## src/rtl/mem_port_arbiter_pkg.sv

```systemverilog
// Shared types and constants for the two-port memory arbiter:
// FSM state encoding, one-hot owner values and port indices.
package mem_port_arbiter_pkg;

  typedef enum logic {
    ST_IDLE = 1'b0,
    ST_BUSY = 1'b1
  } state_t;

  localparam logic [1:0] OWN_NONE = 2'b00;
  localparam logic [1:0] OWN_P0   = 2'b01;
  localparam logic [1:0] OWN_P1   = 2'b10;

  localparam int PORT_P0 = 0;
  localparam int PORT_P1 = 1;

endpackage

```

## src/rtl/mem_port_arbiter_rr_pick2.sv

```systemverilog
// Two-requester picker: turns req[1:0] into a one-hot grant.
// With ARB_ROUND_ROBIN_EN defined, ties go to the port named by ptr;
// otherwise ties always go to P1 and there is no pointer input.
module rr_pick2 (
  input  logic [1:0] req,
`ifdef ARB_ROUND_ROBIN_EN
  input  logic       ptr,
`endif
  output logic [1:0] grant
);
  import mem_port_arbiter_pkg::*;

  // Resolve a single winner; a lone requester always wins
  always_comb begin
    grant = OWN_NONE;
    if (req[PORT_P0] && req[PORT_P1]) begin
`ifdef ARB_ROUND_ROBIN_EN
      grant = ptr ? OWN_P1 : OWN_P0;
`else
      grant = OWN_P1;
`endif
    end else if (req[PORT_P1]) begin
      grant = OWN_P1;
    end else if (req[PORT_P0]) begin
      grant = OWN_P0;
    end
  end

endmodule

```

## src/rtl/mem_port_arbiter.sv

```systemverilog
// Arbiter sharing one memory port between the I-cache (P0) and D-cache (P1).
// One transaction at a time; the grant is held until the memory completion
// pulse, which is routed back only to the owner. On completion the other port,
// if waiting, is granted on the same edge. A watchdog aborts a transaction
// after TIMEOUT_CYCLES busy cycles (0 disables it) and sets a sticky flag.
// Build option: ARB_ROUND_ROBIN_EN selects round-robin tie-breaking;
// without it P1 has fixed priority.
module mem_port_arbiter #(
  parameter int ADDR_W         = 32,
  parameter int DATA_W         = 32,
  parameter int TIMEOUT_CYCLES = 64
) (
  input  logic              clk,
  input  logic              rst,
  input  logic [ADDR_W-1:0] p0_req_addr,
  input  logic              p0_req_valid,
  output logic [DATA_W-1:0] p0_res_data,
  output logic              p0_res_valid,
  input  logic [ADDR_W-1:0] p1_req_addr,
  input  logic [DATA_W-1:0] p1_req_data,
  input  logic              p1_req_wen,
  input  logic              p1_req_valid,
  output logic [DATA_W-1:0] p1_res_data,
  output logic              p1_res_valid,
  output logic [ADDR_W-1:0] mem_req_addr,
  output logic [DATA_W-1:0] mem_req_data,
  output logic              mem_req_wen,
  output logic              mem_req_valid,
  input  logic [DATA_W-1:0] mem_res_data,
  input  logic              mem_res_valid,
  output logic [1:0]        owner,
  output logic              err_timeout
);
  import mem_port_arbiter_pkg::*;

  localparam int CNT_W = $clog2(TIMEOUT_CYCLES + 2);
  localparam logic [CNT_W-1:0] WD_LAST =
    (TIMEOUT_CYCLES > 0) ? CNT_W'(TIMEOUT_CYCLES - 1) : '0;

  state_t            state;
  logic [CNT_W-1:0]  wd_cnt;
  logic [1:0]        req;
  logic [1:0]        req_eff;
  logic [1:0]        grant;
  logic              done;
  logic              expire;
  logic              take;
  logic [ADDR_W-1:0] cap_addr;
  logic [DATA_W-1:0] cap_data;
  logic              cap_wen;

  // While busy the owner is masked so a completion hands straight over to the other port
  assign req     = {p1_req_valid, p0_req_valid};
  assign req_eff = (state == ST_BUSY) ? (req & ~owner) : req;

  assign done   = (state == ST_BUSY) && mem_res_valid;
  assign expire = (state == ST_BUSY) && !mem_res_valid &&
                  (TIMEOUT_CYCLES != 0) && (wd_cnt == WD_LAST);
  assign take   = (grant != OWN_NONE) && ((state == ST_IDLE) || done);

  // The I-cache never writes, so its data/wen are forced to zero
  assign cap_addr = grant[PORT_P1] ? p1_req_addr : p0_req_addr;
  assign cap_data = grant[PORT_P1] ? p1_req_data : '0;
  assign cap_wen  = grant[PORT_P1] & p1_req_wen;

  // Read data fans out to both caches; only the owner sees the valid pulse
  assign p0_res_data  = mem_res_data;
  assign p1_res_data  = mem_res_data;
  assign p0_res_valid = owner[PORT_P0] & mem_res_valid;
  assign p1_res_valid = owner[PORT_P1] & mem_res_valid;

`ifdef ARB_ROUND_ROBIN_EN
  logic rr_ptr;

  // After each grant, favour the port that did not get it
  always_ff @(posedge clk or posedge rst) begin
    if (rst) begin
      rr_ptr <= 1'b0;
    end else if (take) begin
      rr_ptr <= grant[PORT_P0];
    end
  end
`endif

  rr_pick2 u_pick (
    .req   (req_eff),
`ifdef ARB_ROUND_ROBIN_EN
    .ptr   (rr_ptr),
`endif
    .grant (grant)
  );

  // Grant / hold / release FSM with registered memory request and watchdog
  always_ff @(posedge clk or posedge rst) begin
    if (rst) begin
      state         <= ST_IDLE;
      owner         <= OWN_NONE;
      mem_req_addr  <= '0;
      mem_req_data  <= '0;
      mem_req_wen   <= 1'b0;
      mem_req_valid <= 1'b0;
      wd_cnt        <= '0;
      err_timeout   <= 1'b0;
    end else begin
      if (take) begin
        state         <= ST_BUSY;
        owner         <= grant;
        mem_req_addr  <= cap_addr;
        mem_req_data  <= cap_data;
        mem_req_wen   <= cap_wen;
        mem_req_valid <= 1'b1;
        wd_cnt        <= '0;
      end else if (done || expire) begin
        state         <= ST_IDLE;
        owner         <= OWN_NONE;
        mem_req_wen   <= 1'b0;
        mem_req_valid <= 1'b0;
      end else if (state == ST_BUSY) begin
        wd_cnt <= wd_cnt + 1'b1;
      end
      if (expire) begin
        err_timeout <= 1'b1;
      end
    end
  end

endmodule

```

## config.mk

```make
export PLATFORM = sky130hd
export DESIGN_NAME = mem_port_arbiter
export DESIGN_NICKNAME = d
export VERILOG_FILES = /design/src/rtl/mem_port_arbiter_pkg.sv /design/src/rtl/mem_port_arbiter_rr_pick2.sv /design/src/rtl/mem_port_arbiter.sv
export SDC_FILE = /design/constraint.sdc
export NUM_CORES = 1
export LEC_CHECK = 0
export ABC_CLOCK_PERIOD_IN_PS = 3600
export BUFFER_PORTS_ARGS = -buffer_cell sky130_fd_sc_hd__buf_4
export CORE_AREA = 3 3 102 104
export DETAILED_ROUTE_END_ITERATION = 12
export DIE_AREA = 0 0 105 107
export HOLD_SLACK_MARGIN = 0.15
export PLACE_DENSITY_LB_ADDON = 0.08
export SYNTH_ARGS = -nofsm -noshare
export SYNTH_HDL_FRONTEND = slang
export SYNTH_HIERARCHICAL = 1
export SYNTH_SLANG_ARGS = --single-unit
export TNS_END_PERCENT = 100
```

## constraint.sdc

```tcl
create_clock -name clk -period 3.6 [get_ports clk]
set_input_delay 0 -clock clk [delete_from_list [all_inputs] [get_ports clk]]
set_output_delay 0 -clock clk [all_outputs]
set_load 0.01 [all_outputs]
```

==> results of run 1 <==
cells in the mapped netlist, types with 2 or more instances:
master / instances
o21ai_0: 27
buf_6: 7
o311a_1: 2
buf_2: 4
clkbuf_2: 3
o21ai_2: 2
dfrtp_1: 76
and2_1: 3
inv_1: 5
a22oi_1: 2
o211ai_1: 2
buf_4: 68
mux2i_1: 36
a21boi_0: 2
clkbuf_1: 5
a22o_1: 32
o21ai_1: 44
nand3b_1: 2
nand2_1: 3
cell families after synthesis:
| logic type | Yosys count |
|---|---|
| buffers and inverters | 92 |
| AO/OA/AOI/OAI | 118 |
| AND/OR/NAND/NOR | 17 |
| adder cells (fa/ha/maj) | 1 |
| multiplexers | 36 |
| flip-flops | 76 |
metrics by stage:
| step | area (um^2) | hold slack [ps] |
|---|---|---|
| 2_1_floorplan | 3809 | 91.77 |
| 3_3_place_gp | 4686 | 0.1003 |
| 3_5_place_dp | 4686 | 0.1003 |
==> metrics.cfg, run 1 <==
[status]
status = aborted with a tool error
haltStage = clock tree synthesis (4_1_cts)
error = [ERROR RSZ-0060] Max buffer count reached.

[yosys]
yosysTopAreaCellShare_pct = 49.93
synth_compound_area_share_pct = 19.97
synth-simple-area-share_pct = 2.924
netlist_area_mm2 = 0.003809
synth_top_family_by_area = compound AO/OA/AOI/OAI gates
yosys-top-cells-area = dfrtp_1 50%, buf_4 13%, mux2i_1 9.5%
synth_xor_area_share_pct = 0
synthMuxAreaShare_pct = 9.461
syn-instance-count = 340
yosysWarnings = 6
synth-main-ff-cell = dfrtp_1
yosysSeqAreaShare_pct = 49.93
synth_edf_count = 0
syn_avg_cell_area_um2 = 11.20
syn_nets = 475
synth_cell_types = 34
synth_adder_area_share_pct = 0.3285
yosys_register_bits = 76
synth_largest_area_cell = dfrtp_1
ys_async_sr_fraction_pct = 100.0

[cts]
htreeDepth = 3
cts_max_path_buffers = 2
cts_buffers = 9
cts_hold_buffers = 116
ctsResizeCount = 0
cts.sinks = 76
post-cts-setup-buffers = 0
cts_root_buf = clkbuf_8

[floorplan]
boundaryPins = 269
row_count = 36
dieWidth_um = 105
start_util_pct = 39.51
die_h_um = 107

[placement]
dp_hpwl_mm = 7.068
post-place-ws_ps = 1124
dp.cells = 562
io_buffers = 172
gp_congestion = 0.7516

==> inputs of run 2 (changes only) <==
- CORE_AREA: 3 3 102 104 -> 3 3 110 112
- DIE_AREA: 0 0 105 107 -> 0 0 113 115
- HOLD_SLACK_MARGIN: 0.15 -> unset
- PLACE_DENSITY_LB_ADDON: 0.08 -> 0.15
==> run 2 against run 1 <==
Effect of this change:
- synthesized area stayed put
- synthesized cell count did not move
- the run now ends clean
==> metrics.cfg, run 2 <==
[detailed_routing]
routed_wl_mm = 10.99
wire_per_inst_um = 15.99
route.detailed.drc = 0
routed_via_density = 4.731
vias = 3250
first_pass_iters = 4
dr.first_iter.drc_count = 88
antenna_left = 0

[worst_setup_path]
arrival_ps = 2520
r2r-start = state
required_ps = 3810
crit_path_end = mem_req_addr[23]
r2r-end = mem_req_addr[23]
critPathMaxFanout = 37
critPathKind = register to register
critPathLaunchType = register
reg2reg_depth = 5
worst_path_largest_cell_delay_ps = 590
slowest_stage = dlygate4sd3_1
reg2reg_slack_ps = 1290
end_kind = register
crit_start = state
crit_chain = a21boi_4 -> buf_4 -> mux2i_1 -> dlygate4sd3_1 -> o21ai_1

[yosys]
yosys-top-cells-area = dfrtp_1 50%, buf_4 13%, mux2i_1 9.5%
yosysWarnings = 6  ; unchanged
syn_nets = 475  ; unchanged
netlist_area_mm2 = 0.003809  ; unchanged
synth_commonest_cells = 76 x dfrtp_1, 68 x buf_4, 44 x o21ai_1
syn-instance-count = 340  ; unchanged
synth_edf_count = 0  ; unchanged
yosysMostFrequentCell = dfrtp_1
ys_async_sr_fraction_pct = 100.0  ; unchanged
synth-main-ff-cell = dfrtp_1
yosys_register_bits = 76  ; unchanged
synth_cell_types = 34  ; unchanged
synth_largest_area_cell = dfrtp_1
syn_avg_cell_area_um2 = 11.20  ; unchanged
yosysSeqAreaShare_pct = 49.93  ; unchanged
yosysTopAreaCellShare_pct = 49.93  ; unchanged

[cts]
post-cts-setup-buffers = 0  ; unchanged
cts_root_buf = clkbuf_16
cts_max_path_buffers = 2  ; unchanged
cts_buffers = 9  ; unchanged
clk-insertion-delay-late_ps = 330
cts_tree = done
cts.sinks = 76  ; unchanged
htreeDepth = 3  ; unchanged
path_clk_slew_ps = 60

[cells_and_area]
drive_gt1_share_pct = 36.76
nFillCells = 1002
final_cell_mix = 176 x buf_4, 98 x dlygate4sd3_1, 76 x dfrtp_1, 44 x o21ai_1, 36 x mux2i_1
layout_commonest_cell = buf_4
layoutNonFillerInstCount = 687
area_delta_synth_final_pct = 58.15
top_regs = mem_req_addr (32), mem_req_data (32), wd_cnt (7)
antenna_cells = 0
final_net_count = 674

[pwr]
p_leak_nw = 2.927
p_total_w = 0.004296
ir_drop_uv = 320.0
powerDensity_mw_per_mm2 = 713.2

[placement]
dp_hpwl_mm = 6.841  ; -3.2%
dp.cells = 573  ; +2.0%
gp_congestion = 0.7123  ; -5.2%
io_buffers = 172  ; unchanged

[hold_path]
hold_depth = 0
hp-class = input pin to primary output

[timing]
finalCriticalPeriod_ps = 2308
rsz0062_at_grt = false
slew_headroom_pct = 36.87
final.setup_skew_ps = 5.556
slew_viol_final = 0
worstMarginPinSlew_ps = 943.3
hold_viol_final = 0
setup_viol = 0
final.setup.tns_ps = 0
fmax_mhz = 433.2
fin_crit_sh_pct = 64.12

[floorplan]
die_area_mm2 = 0.01300
dieWidth_um = 113  ; +7.6%
die_h_um = 115  ; +7.5%
boundaryPins = 269  ; unchanged
start_util_pct = 33.64  ; -5.9 points
core_mm2 = 0.01132
row_count = 39  ; +8.3%

[global_routing]
antenna_found_initial = 0
grt_start_max_net_pins = 49
grt_pass1_wl_mm = 17.12
grt-ovfl-total = 0
grt_pass1_vias = 3384
grt_use_total_pct = 16.55

[status]
status = completed

[run]
max_cap_violations = 0

-- run 2: cell counts after synthesis --
Identical to the previous run, type by type.
-- run 2: layout make-up --
type / count / area, um^2 / share of cell area [%]
repair buffers: 275 / 2322 / 38.55
clock buffers: 12 / 266.5 / 4.425
inverters: 5 / 20.02 / 0.3324
multi-input cells: 172 / 1264 / 20.98
flip-flops and latches: 76 / 1902 / 31.57
well taps: 143 / 178.9 / 2.971
clock inverters: 4 / 70.07 / 1.163
-- run 2: worst min path at each step --
stage	start	to	slack (ps)
6_report	mem_res_data[23]	p0_res_data[23]	0.005
5_1_grt	mem_res_data[23]	p1_res_data[23]	0.02
4_1_cts	mem_res_data[12]	p0_res_data[12]	0.1
3_5_place_dp	mem_res_data[12]	p0_res_data[12]	0.1
3_3_place_gp	mem_res_data[12]	p0_res_data[12]	0.1
2_1_floorplan	mem_res_data[0]	p0_res_data[0]	90
-- run 2: cells by family (layout without fill, tap and decap cells) --
kind of cell / after synthesis / after routing / share of synthesized area (%)
AOI/OAI and AO/OA: 118 / 118 / 19.97
buffers and inverters: 92 / 296 / 17.38
DFF: 76 / 76 / 49.93
muxes: 36 / 36 / 9.461
and+or+nand+nor: 17 / 17 / 2.924
adders and majority gates: 1 / 1 / 0.3285
-- run 2: power by group --
| group | total, W | internal, W | switching, W | leakage [nW] |
|---|---|---|---|---|
| combinational | 0.00182 | 0.000975 | 0.000848 | 1.80 |
| clock | 0.00101 | 0.000661 | 0.000349 | 0.169 |
| sequential | 0.00146 | 0.00123 | 0.000237 | 0.957 |
-- run 2: metal layers --
metal  routed length (um)  vias up  part of all wire [%]  GRT usage, %
li1                     -     1557                     -             -
met1                 4855     1514                    44         21.21
met2                 5121      159                    47         26.50
met3                  832       20                   7.6         4.526
met4                  179        0                   1.6         6.971
met5                    0        -                     0             0
-- run 2: critical path, delay by kind of cell, from the launching register on --
family / cells / cell delay [ps]
buf+inv: 2 / 1150
flops: 1 / 480
compound gates: 2 / 280
mux: 1 / 270
-- run 2: repair_timing --
| item | CTS | global route |
|---|---|---|
| hold buffers | 98 | 0 |
| hold endpoints to repair | 112 | 0 |
| gates resized for setup | 0 | 0 |
-- run 2: through the flow --
| stage | utilization [%] | setup slack [ps] | hold WS [ps] | instance area [um^2] |
|---|---|---|---|---|
| 2_1_floorplan | - | 1662 | 91.77 | 3809 |
| 3_3_place_gp | 41.57 | 1503 | 0.1061 | 4706 |
| 3_5_place_dp | 41.57 | 1444 | 0.1061 | 4706 |
| 4_1_cts | 53.21 | 1267 | 0.1061 | 6023 |
| 5_1_grt | 53.21 | 1118 | 0.02278 | 6023 |
| 6_report | 53.21 | 1292 | 0.004893 | 6023 |
Power figures use the tool's default switching activity.
==> inputs of run 3 (changes only) <==
- ABC_AREA: unset -> 1
- ABC_CLOCK_PERIOD_IN_PS: 3600 -> 2100
- clock period: 3.6 -> 2.1 ns (I/O delays scaled with it)
==> run 3 against run 2 <==
Effect of this change:
- register-to-register slack got worse by 1000 ps
- combinational power is 58% higher
- worst setup slack lost 1000 ps
- hold slack about the same
- critical path depth up 1
- non-clock buffer count stayed put
- sequential share of layout area up 0.079 points
- via count is 12% higher
- critical path type unchanged
- largest power group unchanged
==> metrics.cfg, run 3 <==
[yosys]
yosysSeqAreaShare_pct = 50.36  ; +0.43 points
yosys_register_bits = 76  ; unchanged
syn-instance-count = 457  ; +34%
synth_cell_types = 26  ; -24%
netlist_area_mm2 = 0.003776  ; -0.85%
yosys-top-cells-area = dfrtp_1 50%, nand2_1 19%, buf_4 13%
synth_edf_count = 0  ; unchanged
syn_avg_cell_area_um2 = 8.263  ; -26%
synth-main-ff-cell = dfrtp_1
yosysWarnings = 6  ; unchanged
synth_commonest_cells = 189 x nand2_1, 76 x dfrtp_1, 65 x buf_4
syn_nets = 592  ; +25%
ys_async_sr_fraction_pct = 100.0  ; unchanged
yosysTopAreaCellShare_pct = 50.36  ; +0.43 points
synth_largest_area_cell = dfrtp_1
yosysMostFrequentCell = nand2_1

[cells_and_area]
final_net_count = 793  ; +18%
antenna_cells = 0  ; unchanged
drive_gt1_share_pct = 30.77  ; -6.0 points
stdcell_area_mm2 = 0.006008  ; -0.25%
final_cell_mix = 189 x nand2_1, 175 x buf_4, 98 x dlygate4sd3_1, 76 x dfrtp_1, 38 x nor2_1
area_delta_synth_final_pct = 59.11
top_regs = mem_req_addr (32), mem_req_data (32), wd_cnt (7)
layout_commonest_cell = nand2_1

[timing]
hold_viol_final = 0  ; unchanged
final.setup_skew_ps = 8.385  ; +2.828 ps
rsz0062_at_grt = false
setup_viol = 0  ; unchanged
finalCriticalPeriod_ps = 1829  ; -479.2 ps
fin_crit_sh_pct = 87.10  ; +23 points
final.setup.tns_ps = 0  ; unchanged
worstMarginPinSlew_ps = 600.6  ; -342.7 ps
slew_viol_final = 0  ; unchanged
fmax_mhz = 546.7  ; +26%
slew_headroom_pct = 59.91  ; +23 points

[placement]
io_buffers = 172  ; unchanged
dpl_cell_area_mm2 = 0.004731  ; +0.53%
dp_hpwl_mm = 7.174  ; +4.9%
gp_congestion = 0.7833  ; +10%

[hold_path]
hp-class = input pin to primary output
hold_depth = 0  ; unchanged

[floorplan]
core_mm2 = 0.01132  ; unchanged
boundaryPins = 269  ; unchanged
dieWidth_um = 113  ; unchanged
die_h_um = 115  ; unchanged
row_count = 39  ; unchanged
die_area_mm2 = 0.01300  ; unchanged
start_util_pct = 33.36  ; -0.29 points

[worst_setup_path]
arrival_ps = 2080  ; -440 ps
reg2reg_depth = 6  ; +1
critPathKind = register to register
required_ps = 2350  ; -1460 ps
critPathMaxFanout = 65  ; +76%
critPathLaunchType = register
end_kind = register

[cts]
path_clk_slew_ps = 60  ; about the same
post-cts-setup-buffers = 0  ; unchanged
clk-insertion-delay-late_ps = 330  ; about the same
cts_tree = done
htreeDepth = 3  ; unchanged
cts.sinks = 76  ; unchanged
cts_buffers = 9  ; unchanged
cts_max_path_buffers = 2  ; unchanged
cts_root_buf = clkbuf_16

[global_routing]
grt_use_total_pct = 17.43  ; +0.89 points
antenna_found_initial = 0  ; unchanged
grt-ovfl-total = 0  ; unchanged
grt_pass1_wl_mm = 18.21  ; +6.4%
grt_pass1_vias = 3726  ; +10%
grt_start_max_net_pins = 66  ; +35%

[status]
status = completed

[detailed_routing]
wire_per_inst_um = 14.21  ; -11%
route.detailed.drc = 0  ; unchanged
routed_wl_mm = 11.46  ; +4.3%
first_pass_iters = 4  ; unchanged
vias = 3629  ; +12%
antenna_left = 0  ; unchanged
routed_via_density = 4.502  ; -4.8%
dr.first_iter.drc_count = 244  ; +180%

[pwr]
powerDensity_mw_per_mm2 = 1149  ; +61%
p_leak_nw = 3.050  ; +4.2%
ir_drop_uv = 538.0  ; +68%

[run]
max_cap_violations = 0  ; unchanged

## run 3: changes by cell type after synthesis, moves of 4 or more
| cell | previous run | this run |
|---|---|---|
| a22o_1 | 32 | 0 |
| a31oi_1 | 0 | 32 |
| buf_2 | 4 | 10 |
| buf_6 | 7 | 3 |
| inv_1 | 5 | 10 |
| mux2i_1 | 36 | 0 |
| nand2_1 | 3 | 189 |
| nand4_1 | 0 | 4 |
| nor2_1 | 1 | 38 |
| o21ai_0 | 27 | 2 |
| o21ai_1 | 44 | 1 |
## run 3: metal layers
| layer | GRT usage (%) | up-vias | wire length (um) |
|---|---|---|---|
| li1 | - | 1778 | - |
| met1 | 21.26 | 1654 | 4947 |
| met2 | 27.96 | 176 | 5139 |
| met3 | 6.000 | 21 | 1111 |
| met4 | 8.013 | 0 | 256 |
| met5 | 0 | - | 0 |
## run 3: logic make-up (layout without fill, tap and decap cells)
kind of cell | after synthesis | after routing | share of synthesized area (%)
AO/OA/AOI/OAI | 42 | 42 | 7.223
XOR/XNOR | 1 | 1 | 0.2320
adder cells (fa/ha/maj) | 1 | 1 | 0.3313
buffers and inverters | 98 | 304 | 17.20
flip-flops | 76 | 76 | 50.36
AND/OR/NAND/NOR | 239 | 239 | 24.65
## run 3: timing repair
item | 4_1_cts | 5_1_grt
hold buffers | 98 | 0
hold endpoints to repair | 97 | 0
setup endpoints to repair | 0 | 4
resized for setup | 0 | 1
## run 3: final timing paths
check / from / endpoint / slack (ps)
worst max-delay path: owner[1] / mem_req_addr[12] / 270
worst min-delay path: mem_res_data[8] / p0_res_data[8] / 0.006
worst max register to register: owner[1] / mem_req_addr[12] / 270
worst min register to register: err_timeout / err_timeout / 470
max in group asynchronous: rst / mem_req_addr[1] / 1150
min in group asynchronous: rst / mem_req_data[7] / 290
## run 3: critical path, stage by stage, from the launching register on
cell      delay (ps)
dfrtp_1          450
a21boi_4         310
inv_4            220
a21oi_4          220
buf_12           260
nor2_1            90
a31oi_1          170
## run 3: report_power, final
group | internal (W) | leakage, nW | switching, W | total, W
combinational | 0.00140 | 1.99 | 0.00148 | 0.00288
clock | 0.000920 | 0.139 | 0.000604 | 0.00152
sequential | 0.00208 | 0.924 | 0.000411 | 0.00249
## run 3: cell type report
class	instances	area (um^2)
Multi-Input combinational cell	283	1244
Timing Repair Buffer	275	2335
Clock inverter	6	63.81
Clock buffer	10	229.0
Sequential cell	76	1902
Tap cell	143	178.9
Fill cell	988	5313
Inverter	13	56.30
## run 3: stage by stage
| stage | cells | worst slack, ps | power, W | hold slack, ps | utilization [%] |
|---|---|---|---|---|---|
| floorplan | 457 | 161.7 | 0.003935 | 89.09 | - |
| global placement | 692 | 248.5 | 0.005224 | 0.1061 | 41.79 |
| detailed placement | 692 | 142.1 | 0.005262 | 0.1061 | 41.79 |
| CTS | 806 | 134.3 | 0.006974 | 0.1061 | 53.04 |
| global route | 806 | 117.4 | 0.007389 | 0.02653 | 53.07 |
| finish | 806 | 271.0 | 0.006901 | 0.005693 | 53.07 |
==> inputs of run 4 (changes only) <==
- CELL_PAD_IN_SITES_DETAIL_PLACEMENT: unset -> 0
- CELL_PAD_IN_SITES_GLOBAL_PLACEMENT: unset -> 1
- CORE_AREA: 3 3 110 112 -> 3 3 127 129
- DIE_AREA: 0 0 113 115 -> 0 0 130 132
==> run 4 against run 3 <==
Effect of this change:
- die area up 32%
- sequential cell count did not move
- clock skew decreased by 3.0 ps
- worst setup slack gained 25 ps
- cell count grew 5.6%
- first-iteration DRC count decreased by 25%
- sequential power is essentially flat
- via count decreased by 2.4%
- final area is 1.3% higher
- sequential share of layout area down 0.40 points
- critical path type unchanged
==> metrics.cfg, run 4 (synthesis results as in run 3) <==
[detailed_routing]
route.detailed.drc = 0  ; unchanged
dr.first_iter.drc_count = 183  ; -25%
wire_per_inst_um = 13.43  ; -5.5%
routed_wl_mm = 11.43  ; -0.22%
antenna_left = 0  ; unchanged
first_pass_iters = 5  ; +1
routed_via_density = 4.161  ; -7.6%
vias = 3541  ; -2.4%

[global_routing]
grt_util_met1_pct = 16.65  ; -4.6 points
grt_use_met3_pct = 4.457  ; -1.5 points
grt-busiest-layer = met2
grt_use_met2_pct = 20.89  ; -7.1 points
grt_pass1_vias = 3681  ; -1.2%
antenna_found_initial = 0  ; unchanged
grt-ovfl-total = 0  ; unchanged
grt_use_total_pct = 13.42  ; -4.0 points
grt_start_max_net_pins = 66  ; unchanged
grt_pass1_wl_mm = 18.26  ; +0.26%

[timing]
rsz0062_at_grt = false
final.setup_skew_ps = 5.398  ; -2.987 ps
fmax_mhz = 554.3  ; +1.4%
worstMarginPinSlew_ps = 513.3  ; -87.33 ps
setup_viol = 0  ; unchanged
slew_viol_final = 0  ; unchanged
hold_viol_final = 0  ; unchanged
finalCriticalPeriod_ps = 1804  ; -24.99 ps
final.setup.tns_ps = 0  ; unchanged
slew_headroom_pct = 65.74  ; +5.8 points
fin_crit_sh_pct = 85.91  ; -1.2 points
hold-worst-slack_ps = 0.002373  ; -0.003320 ps

[worst_setup_path]
critPathLaunchType = register
crit_chain = a21boi_0 -> inv_1 -> nor2_1 -> inv_1 -> a21oi_4 -> buf_12 -> nor2_1 -> nand2_1 -> nand2_1
cp_top_family = buffers and inverters
worst_path_largest_cell_delay_ps = 430  ; -20 ps
critPathMaxFanout = 65  ; unchanged
critPathKind = register to register
end_kind = register
cp.buffers_inverters = 3  ; +1
arrival_ps = 2020  ; -60 ps
required_ps = 2320  ; -30 ps
slowest_stage = dfrtp_1

[placement]
io_buffers = 172  ; unchanged
gp_congestion = 0.7246  ; -7.5%
dp_hpwl_mm = 7.706  ; +7.4%

[cells_and_area]
final_cell_mix = 189 x nand2_1, 175 x buf_4, 98 x dlygate4sd3_1, 76 x dfrtp_1, 38 x nor2_1
antenna_cells = 0  ; unchanged
top_regs = mem_req_addr (32), mem_req_data (32), wd_cnt (7)
multi_input_area_mm2 = 0.001244  ; unchanged
nFillCells = 1519  ; +54%
final_net_count = 793  ; unchanged
seq_area_mm2 = 0.001902  ; unchanged
area_delta_synth_final_pct = 61.17
drive_gt1_share_pct = 30.62  ; -0.15 points
layout_commonest_cell = nand2_1
post-route-util_pct = 40.18  ; -13 points

[floorplan]
start_util_pct = 24.93  ; -8.4 points
core_mm2 = 0.01515  ; +34%
dieWidth_um = 130  ; +15%
die_h_um = 132  ; +15%
row_count = 45  ; +15%
boundaryPins = 269  ; unchanged
die_area_mm2 = 0.01716  ; +32%

[run]
max_cap_violations = 0  ; unchanged

[pwr]
ir_drop_uv = 482.0  ; -10%
p_leak_nw = 3.078  ; +0.92%
powerDensity_mw_per_mm2 = 1155  ; +0.54%
p_total_w = 0.007028  ; +1.8%

[cts]
path_clk_slew_ps = 60  ; about the same
post-cts-setup-buffers = 0  ; unchanged
cts_buffers = 9  ; unchanged
htreeDepth = 3  ; unchanged
ctsResizeCount = 0  ; unchanged
clk-insertion-delay-late_ps = 330  ; about the same
cts.sinks = 76  ; unchanged
cts_root_buf = clkbuf_16
cts_tree = done
cts_max_path_buffers = 2  ; unchanged

[status]
status = completed

[hold_path]
hp-class = input pin to primary output

[run 4: worst paths after layout]
check,startpoint,to,slack [ps],cells after the start
min in group asynchronous,rst,mem_req_data[22],260,3
worst min-delay path,mem_res_data[2],p1_res_data[2],0.002,0
worst max-delay path,state,wd_cnt[4],300,9
worst min register to register,err_timeout,err_timeout,470,1
max in group asynchronous,rst,mem_req_data[5],1170,4
worst max register to register,state,wd_cnt[4],300,9
[run 4: timing repair]
item / in CTS / in global routing
hold buffers: 98 / 0
setup endpoints to repair: 0 / 0
endpoints found under the hold margin: 91 / 0
[run 4: through the flow]
stage | setup WS [ps] | area (um^2) | cells
after global routing | 94.78 | 6086 | 851
after floorplan | 161.7 | 3776 | 457
after CTS | 301.4 | 6086 | 851
final | 296.0 | 6086 | 851
after detailed placement | 304.8 | 4787 | 737
after global placement | 292.0 | 4787 | 737
[run 4: final cells by class]
type / instances / share of cell area, %
repair buffers: 275 / 38.36
flip-flops and latches: 76 / 31.25
multi-input cells: 283 / 20.44
clock buffers: 11 / 3.988
well taps: 188 / 3.865
clock inverters: 5 / 1.234
inverters: 13 / 0.8635
[run 4: where the power goes]
group,switching [W],leakage (nW),total [W],internal (W)
combinational,0.00146,1.99,0.00286,0.00140
sequential,0.000412,0.924,0.00249,0.00208
clock,0.000602,0.159,0.00167,0.00107
[run 4: worst reg2reg max path, cell delays in order, from the launching register on]
cell      delay, ps
dfrtp_1         430
a21boi_0        190
inv_1            50
nor2_1          210
inv_1           150
a21oi_4         170
buf_12          250
nor2_1          140
nand2_1          60
nand2_1          50
[run 4: layer usage]
layer / up-vias / routed length (um) / part of all wire (%)
met1: 1574 / 5115 / 45
met3: 30 / 986 / 8.6
li1: 1774 / - / -
met2: 163 / 5054 / 44
met4: 0 / 274 / 2.4
met5: - / 0 / 0
